**src/rtl/dev_resp_dec.sv**
```systemverilog
// dev_resp_dec: parses SYNC/CODE/SEQ/CHK device response frames into ACK, NAK, ER_END and FRM_ERR pulses.
// Define DEV_RESP_SEQ_CHK_EN to add sequence-number checking on ACK and erase-done frames.
module dev_resp_dec #(
  parameter logic [7:0] SYNC_BYTE = 8'h5A,
  parameter logic [7:0] CODE_ACK  = 8'h06,
  parameter logic [7:0] CODE_NAK  = 8'h15,
  parameter logic [7:0] CODE_ERE  = 8'h2E,
  parameter int         TO_BITS   = 16
) (
  input  logic       CLK,
  input  logic       RSTB,
  input  logic [7:0] RX_DATA,
  input  logic       RX_VALID,
  input  logic       RX_ERR,
  input  logic       CLR,
  output logic       ACK,
  output logic       NAK,
  output logic       ER_END,
  output logic       FRM_ERR,
  output logic [7:0] LAST_CODE,
  output logic [7:0] ERR_CNT
);
  typedef enum logic [1:0] {S_HUNT, S_CODE, S_SEQ, S_CHK} state_t;
  state_t state, state_n;
  logic [TO_BITS-1:0] to_cnt, to_cnt_n;
  logic [7:0] code_q, code_n, seq_q, seq_n, last_n, err_n;
  logic [3:0] pls_n;
  logic chk_ok, known, seq_ok, upd, err_inc;
`ifdef DEV_RESP_SEQ_CHK_EN
  logic [7:0] exp_seq, exp_n;
  assign seq_ok = !(code_q == CODE_ACK || code_q == CODE_ERE) || seq_q == exp_seq;
`else
  assign seq_ok = 1'b1;
`endif
  assign chk_ok = (SYNC_BYTE ^ code_q ^ seq_q) == RX_DATA;
  assign known = code_q == CODE_ACK || code_q == CODE_NAK || code_q == CODE_ERE;
  // pls_n packs the next {ACK, NAK, ER_END, FRM_ERR}; only one bit is ever set
  always_comb begin
    state_n = state;
    to_cnt_n = '0;
    code_n = code_q;
    seq_n = seq_q;
    pls_n = '0;
    upd = 1'b0;
    err_inc = 1'b0;
`ifdef DEV_RESP_SEQ_CHK_EN
    exp_n = exp_seq;
`endif
    if (CLR) begin
      state_n = S_HUNT;
`ifdef DEV_RESP_SEQ_CHK_EN
      exp_n = '0;
`endif
    end else if (state != S_HUNT && RX_ERR) begin
      state_n = S_HUNT;
      pls_n = 4'b0001;
    end else if (RX_VALID) begin
      case (state)
        S_HUNT: state_n = RX_DATA == SYNC_BYTE ? S_CODE : S_HUNT;
        S_CODE: begin
          code_n = RX_DATA;
          state_n = S_SEQ;
        end
        S_SEQ: begin
          seq_n = RX_DATA;
          state_n = S_CHK;
        end
        default: begin
          state_n = S_HUNT;
          upd = chk_ok;
          err_inc = chk_ok && !seq_ok;
          pls_n = (!chk_ok || !known) ? 4'b0001 : !seq_ok ? 4'b0100 :
                  {code_q == CODE_ACK, code_q == CODE_NAK, code_q == CODE_ERE, 1'b0};
`ifdef DEV_RESP_SEQ_CHK_EN
          if (chk_ok && seq_ok && (code_q == CODE_ACK || code_q == CODE_ERE)) exp_n = exp_seq + 8'd1;
`endif
        end
      endcase
    end else if (state != S_HUNT) begin
      if (&to_cnt) begin
        state_n = S_HUNT;
        pls_n = 4'b0001;
      end else to_cnt_n = to_cnt + 1'b1;
    end
    err_inc = err_inc || pls_n[0];
    err_n = CLR ? 8'h00 : (err_inc && ERR_CNT != 8'hFF) ? ERR_CNT + 8'd1 : ERR_CNT;
    last_n = CLR ? 8'h00 : upd ? code_q : LAST_CODE;
  end
  always_ff @(posedge CLK or negedge RSTB)
    if (!RSTB) begin
      state <= S_HUNT;
      to_cnt <= '0;
      code_q <= '0;
      seq_q <= '0;
      {ACK, NAK, ER_END, FRM_ERR} <= '0;
      LAST_CODE <= '0;
      ERR_CNT <= '0;
    end else begin
      state <= state_n;
      to_cnt <= to_cnt_n;
      code_q <= code_n;
      seq_q <= seq_n;
      {ACK, NAK, ER_END, FRM_ERR} <= pls_n;
      LAST_CODE <= last_n;
      ERR_CNT <= err_n;
    end
`ifdef DEV_RESP_SEQ_CHK_EN
  always_ff @(posedge CLK or negedge RSTB)
    if (!RSTB) exp_seq <= '0;
    else exp_seq <= exp_n;
`endif
endmodule
```
**config.mk**
```make
export PLATFORM = sky130hd
export DESIGN_NAME = dev_resp_dec
export DESIGN_NICKNAME = d
export VERILOG_FILES = /design/src/rtl/dev_resp_dec.sv
export SDC_FILE = /design/constraint.sdc
export NUM_CORES = 1
export LEC_CHECK = 0
export ABC_AREA = 0
export CAP_MARGIN = 25
export CORE_UTILIZATION = 31
export CTS_CLUSTER_SIZE = 40
export DETAILED_ROUTE_END_ITERATION = 16
export GPL_ROUTABILITY_DRIVEN = 0
export SLEW_MARGIN = 25
export SYNTH_ARGS = -nofsm -noshare
export SYNTH_HDL_FRONTEND = slang
export SYNTH_SLANG_ARGS = --single-unit
```
**constraint.sdc**
```tcl
create_clock -name CLK -period 2.21 [get_ports CLK]
set_input_delay 0.442 -clock CLK [delete_from_list [all_inputs] [get_ports CLK]]
set_output_delay 0.442 -clock CLK [all_outputs]
set_load 0.02 [all_outputs]
```
==> results of run 1 <==
-- final cells by class --
type	instances	area, um^2
inverter	4	15.0
tap	108	135
sequential	54	1350
multi-input combinational	170	1410
fill	813	4980
clock inverter	3	21.3
timing repair buffer	87	739
clock buffer	5	68.8
-- final timing paths --
check | to | slack [ns] | cells after the start
max in group asynchronous | code_q[1] | 1.54 | 2
worst max register to register | ERR_CNT[5] | -0.02 | 6
worst min-delay path | LAST_CODE[3] | 0.04 | 1
worst min register to register | LAST_CODE[2] | 0.52 | 1
min in group CLK | LAST_CODE[2] | 0.52 | 1
worst max-delay path | ERR_CNT[5] | -0.02 | 6
-- synthesized netlist by cell type, types with 3 or more instances --
library cell	n	area (um^2)
a21oi_1	6	30.0
a22o_1	7	61.3
and3_1	6	37.5
buf_6	3	33.8
dfrtp_1	54	1350
ha_1	7	87.6
inv_1	4	15.0
mux2_2	16	180
nand2_1	12	45.0
nand3_1	11	55.1
nand4_1	7	43.8
nor2_1	32	120
nor2b_1	3	18.8
nor4_2	3	37.5
o31ai_1	3	22.5
or4_2	3	26.3
xnor2_1	5	43.8
xnor3_2	3	71.3
xor2_1	9	78.8
xor3_2	3	75.1
-- power by group through the flow --
| stage | clock [W] | combinational [W] | sequential (W) |
|---|---|---|---|
| finish | 0.000562 | 0.000175 | 0.00101 |
| global route | 0.000621 | 0.000190 | 0.00101 |
| CTS | 0.000583 | 0.000175 | 0.00101 |
| detailed placement | 0 | 0.000166 | 0.00103 |
| global placement | 0 | 0.000165 | 0.00103 |
| floorplan | 0 | 0.0000791 | 0.00103 |
-- logic make-up after synthesis --
family          after synthesis
simple gates                 96
fa+ha+maj                     7
buf+inv                      11
compound gates               26
xor+xnor                     22
flops                        54
mux                          19
-- sequential cells by signal, summed over array words and instances (netlist names) --
register   count
seq_q          8
ACK            1
ER_END         1
to_cnt        16
FRM_ERR        1
ERR_CNT        8
code_q         8
LAST_CODE      8
state          2
NAK            1
-- metal layers --
metal,wire length [um],up-vias,GRT usage,share of wire
li1,-,1021,-,-
met1,3030,1043,0.191,0.50
met2,2860,36,0.213,0.47
met3,158,4,0.0195,0.026
met4,55,0,0.0413,0.0090
met5,0,-,0,0
-- through the flow --
stage / util / cells / cell area (um^2)
floorplan: - / 235 / 2780
global placement: 0.411 / 422 / 3580
detailed placement: 0.411 / 422 / 3580
CTS: 0.426 / 431 / 3720
global route: 0.429 / 431 / 3740
finish: 0.429 / 431 / 3740
-- repair_timing --
action / 4_1_cts / 5_1_grt
pin swaps: 16 / 8
resized for setup: 14 / 5
buffers inserted: 2 / 0
setup endpoints to repair: 20 / 13
==> impl_results.md, run 1 <==
- Cell count after synthesis: 235
- Largest clock skew in the final design: 0.00887 ns
- Post-placement setup slack: -0.648 ns
- Switching power total: 0.000431 W
- Slowest cell on the critical path: dfrtp_1
- Via count: 2104
- Initial antenna violation count: 0
- Number of synthesized flops with an enable pin: 0
- Total power: 0.00175 W
- Combinational fraction of design power: 0.100
- Starting density of the core: 0.319
- Max Fanout on Critical Path: 7
- Post-synthesis share of cell area spent on xor and xnor gates: 0.113
- Mean number of vias per cell: 4.88
- Crit Path Class: flip-flop to flip-flop
- Sw frac: 0.246
- Number of antenna cells inserted: 0
- Root Buffer Master: clkbuf_8
- Final Setup Violations: 3
- Placeable Area: 0.00872 mm^2
- Reg-to-reg startpoint: code_q[7]
- Grt ovf: 0
- Clk pwr share: 0.322
- Setup repair after global routing missed its margin: yes
- Smallest setup slack after layout: -0.0222 ns
- H-tree lvl count: 2
- Fraction of synthesis flops using an asynchronous set or reset pin: 1.00
- Largest net degree at the start of global routing: 20
- Number of max-slew violations in the final report: 0
- Static power due to leakage: 1.70 nW
- Die span in x: 96.7 um
- Number of nets at the end of the flow: 342
- Worst-case headroom to the max-slew limit: 0.639
- Vias in the first global route: 2127
- Source-to-sink clock delay at the later pin of the worst-skew pair: 0.31 ns
- CTS tree: yes
- Maximum ir drop on the vdd rail: 218 uV
- Routed WL: 6100 um
- Die outline height: 96.7 um
- Total of warnings raised by yosys: 0
- Number of nets in the synthesized netlist: 255
- Remaining number of nets flagged by the antenna check after routing: 0
- Ratio of cells with drive above 1 in the final layout: 0.331
- Period utilization: 1.01
- Die Footprint: 0.00935 mm^2
- Wire length of the first global-routing pass: 10300 um
- Setup total negative slack: -0.0327 ns
- Final routed wire length divided by cell count: 14.2 um
- Cell area after technology mapping: 0.00278 mm^2
- Critical-path cell list: xor3_2, nor4_4, o2111ai_2, a31oi_4, nor4b_2, mux2_1
- Fin crit period: 2.23 ns
- Most frequent cells in the layout: 53 x buf_4, 52 x dfrtp_1, 32 x nor2_1
- Detailed Place HPWL: 4520 um
- FP Rows: 34
- Kind of path behind the tightest hold check: input port to async pin
- Number of max-capacitance violations reported: 0
- Unique cell type count in the Yosys netlist: 51
- Clock-pin slew of the registers on the worst-case setup and hold paths: 0.10 ns
- Critical path's largest stage delay: 0.41 ns
- Kind of launch point of the worst setup path: flip-flop
- Sequential Power Share: 0.578
- Drt drc: 0
- Final hold violations: 0
- Leading cell type in the layout, fill and taps excluded: buf_4
- Portion of netlist area occupied by mux cells: 0.0778
- CTS Buffer Depth: 2
- Iteration count of the initial detailed-routing pass: 4
- Number of DRC markers in iteration 0: 72
- Number of hold buffers added after CTS: 0
- Worst-case hold slack: 0.0415 ns
- Data required time of the worst path: 2.41 ns
- Failing checks: negative setup slack
- Fraction of the mapped netlist area in compound gates: 0.0706
- Mean Syn Cell Area: 11.8 um^2
- Worst Path Buf+Inv: 0
- Fraction of the yosys area taken by sequential cells: 0.486
- Origin of the worst setup path: code_q[7]
- Outcome: complete, but fails checks
- Worst-Margin Slew: 0.540 ns
- Cell type group with the largest total delay on the critical path: compound AO/OA/AOI/OAI gates
- Number of top-level design ports: 33
- Global-route usage over all layers: 0.135
- Internal power: 0.00132 W
- Simple-gate share of the synthesized area: 0.192
- Maximum achievable frequency: 448 MHz
- Adder-Cell Fraction of Synth Area: 0.0315
- Arrival time reported for the critical path endpoint: 2.43 ns
- Clock tree sinks: 54
- Register bit total from synthesis: 54
- Predominant post-synthesis flop cell: dfrtp_1
- TritonCTS Buffers: 5
- Category of the worst setup path capture point: flip-flop
- Power density over the cells: 467 mW/mm^2
- Combinational family with the most area after synthesis: simple AND/OR/NAND/NOR gates
- Count of port buffers added during placement: 32
- Post-synthesis to final-layout area growth: 34.5%
No activity file was read; power rests on OpenSTA's default activity.
==> run 2, diff against run 1 <==
==> constraint.sdc (replaced) <==
create_clock -name CLK -period 2.73 [get_ports CLK]
set_input_delay 0.546 -clock CLK [delete_from_list [all_inputs] [get_ports CLK]]
set_output_delay 0.546 -clock CLK [all_outputs]
set_load 0.02 [all_outputs]
==> run 2 against run 1 <==
The run now ends clean. Critical endpoint is now ERR_CNT[6]. Global-route usage is 1.4 points lower. Worst setup slack gained 0.16 ns. Power down 22%. Critical path depth rose by 2. Die area is the same.
==> impl_results.md, run 2 (same netlist as run 1, synthesis figures left out) <==
- Final routed wire length divided by cell count: 13.8 um
- Starting density of the core: 0.319
- FP Rows: 34
- Period utilization: 0.948
- Number of DRC markers in iteration 0: 87
- Detailed Place HPWL: 4010 um
- Setup repair after global routing missed its margin: no
- Die outline height: 96.7 um
- Initial antenna violation count: 0
- Category of the worst setup path capture point: flip-flop
- Max FFs per register: 16
- Grt ovf: 0
- Most frequent cells in the layout: 54 x dfrtp_1, 32 x nor2_1, 31 x clkdlybuf4s50_1
- Worst-case headroom to the max-slew limit: 0.610
- CTS Buffer Depth: 2
- Crit Path Class: input port to flip-flop
- Kind of path behind the tightest hold check: input port to async pin
- Remaining number of nets flagged by the antenna check after routing: 0
- Via count: 1929
- Data required time of the worst path: 2.92 ns
- Placeable Area: 0.00872 mm^2
- Uppermost layer routed: met4
- Largest clock skew in the final design: 0.00987 ns
- Count of port buffers added during placement: 32
- CTS tree: yes
- Global-route usage over all layers: 0.121
- Source-to-sink clock delay at the later pin of the worst-skew pair: 0.30 ns
- Number of setup buffers added after CTS: 0
- Root Buffer Master: clkbuf_8
- Routed length on met2: 2370 um
- H-tree lvl count: 2
- Kind of launch point of the worst setup path: input port
- Resize count post-CTS: 0
- Final cell count without fillers: 392
- TritonCTS Buffers: 5
- Iteration count of the initial detailed-routing pass: 4
- Wire length of the first global-routing pass: 9160 um
- Register name with the most flops: to_cnt
- Final hold violations: 0
- Fillers: 819
- Number of top-level design ports: 33
- Fin crit period: 2.59 ns
- Worst-case hold slack: 0.229 ns
- Number of max-slew violations in the final report: 0
- Power density over the cells: 404 mW/mm^2
- Max Fanout on Critical Path: 12
- Final Setup Violations: 0
- Ratio of cells with drive above 1 in the final layout: 0.208
- Die Footprint: 0.00935 mm^2
- Maximum achievable frequency: 386 MHz
- Static power due to leakage: 1.45 nW
- Clock tree sinks: 54
- Worst-Margin Slew: 0.583 ns
- Outcome: finished clean
- Largest net degree at the start of global routing: 31
- Number of hold buffers added after CTS: 0
- Maximum ir drop on the vdd rail: 169 uV
- Routed WL: 5400 um
- Vias in the first global route: 1855
- Met1 routed wirelength after detailed routing: 2770 um
- Share of the core filled with cells: 0.388
- Clock-pin slew of the registers on the worst-case setup and hold paths: 0.09 ns
- Number of nets at the end of the flow: 304
- Inst Count DP: 385
- Met3 wire length: 145 um
- Number of max-capacitance violations reported: 0
- Drt drc: 0
- Post-synthesis to final-layout area growth: 21.7%
- Mean number of vias per cell: 4.92
- Die span in x: 96.7 um
- Number of antenna cells inserted: 0
- Arrival time reported for the critical path endpoint: 2.77 ns
- Leading cell type in the layout, fill and taps excluded: dfrtp_1
==> run 2: changes by cell type in the layout (fill, tap and decap cells not counted), moves of 2 or more <==
cell | previous run | this run
dfrtp_1 | 52 | 54
dlygate4sd2_1 | 6 | 0
nor4_4 | 2 | 0
dfrtp_2 | 2 | 0
buf_4 | 53 | 16
clkdlybuf4s50_1 | 24 | 31
==> run 2: critical path, cell delays in order <==
cell,delay (ns)
clkdlybuf4s50_1,0.55
xnor3_1,0.43
nor4_2,0.30
o2111ai_1,0.18
a31oi_2,0.30
buf_4,0.22
mux2i_1,0.19
nor3_1,0.06
==> run 2: report_power, final <==
group | internal (W) | switching [W] | leakage [nW]
registers | 0.000809 | 0.0000133 | 0.753
logic | 0.0000694 | 0.0000494 | 0.657
clock network | 0.000177 | 0.000249 | 0.0373
total | 0.00105 | 0.000312 | 1.45
==> run 2: area by class of cell <==
cell class              count  area [um^2]  share of cell area
repair buffers             49          455               0.135
well taps                 108          135              0.0399
clock inverters             1         7.51             0.00222
inverters                   4         15.0             0.00443
flip-flops and latches     54         1350               0.399
clock buffers               6         72.6              0.0214
multi-input cells         170         1350               0.398
==> run 2: metal layers <==
metal  global-route usage  vias up
met1                0.179      945
met2                0.175       33
li1                     -      943
met3               0.0202        8
met4               0.0459        0
met5                    0        -
==> run 2: worst paths after layout <==
check	from	to	slack, ns	depth (start not counted)
worst max-delay path	RX_DATA[4]	ERR_CNT[6]	0.14	8
worst min-delay path	RSTB	LAST_CODE[2]	0.23	1
worst max register to register	to_cnt[0]	ERR_CNT[3]	0.39	8
worst min register to register	to_cnt[0]	to_cnt[0]	0.49	1
max in group asynchronous	RSTB	to_cnt[8]	1.94	2
min in group CLK	to_cnt[0]	to_cnt[0]	0.49	1
==> run 2: stage by stage <==
stage	power [W]	cell area (um^2)	setup TNS (ns)	setup slack, ns
finish	0.00137	3390	0	0.141
global route	0.00142	3390	0	0.0307
CTS	0.00139	3390	0	0.118
detailed placement	0.000959	3310	-2.09	-0.206
global placement	0.000959	3310	-1.72	-0.179
floorplan	0.000896	2780	0	0.427
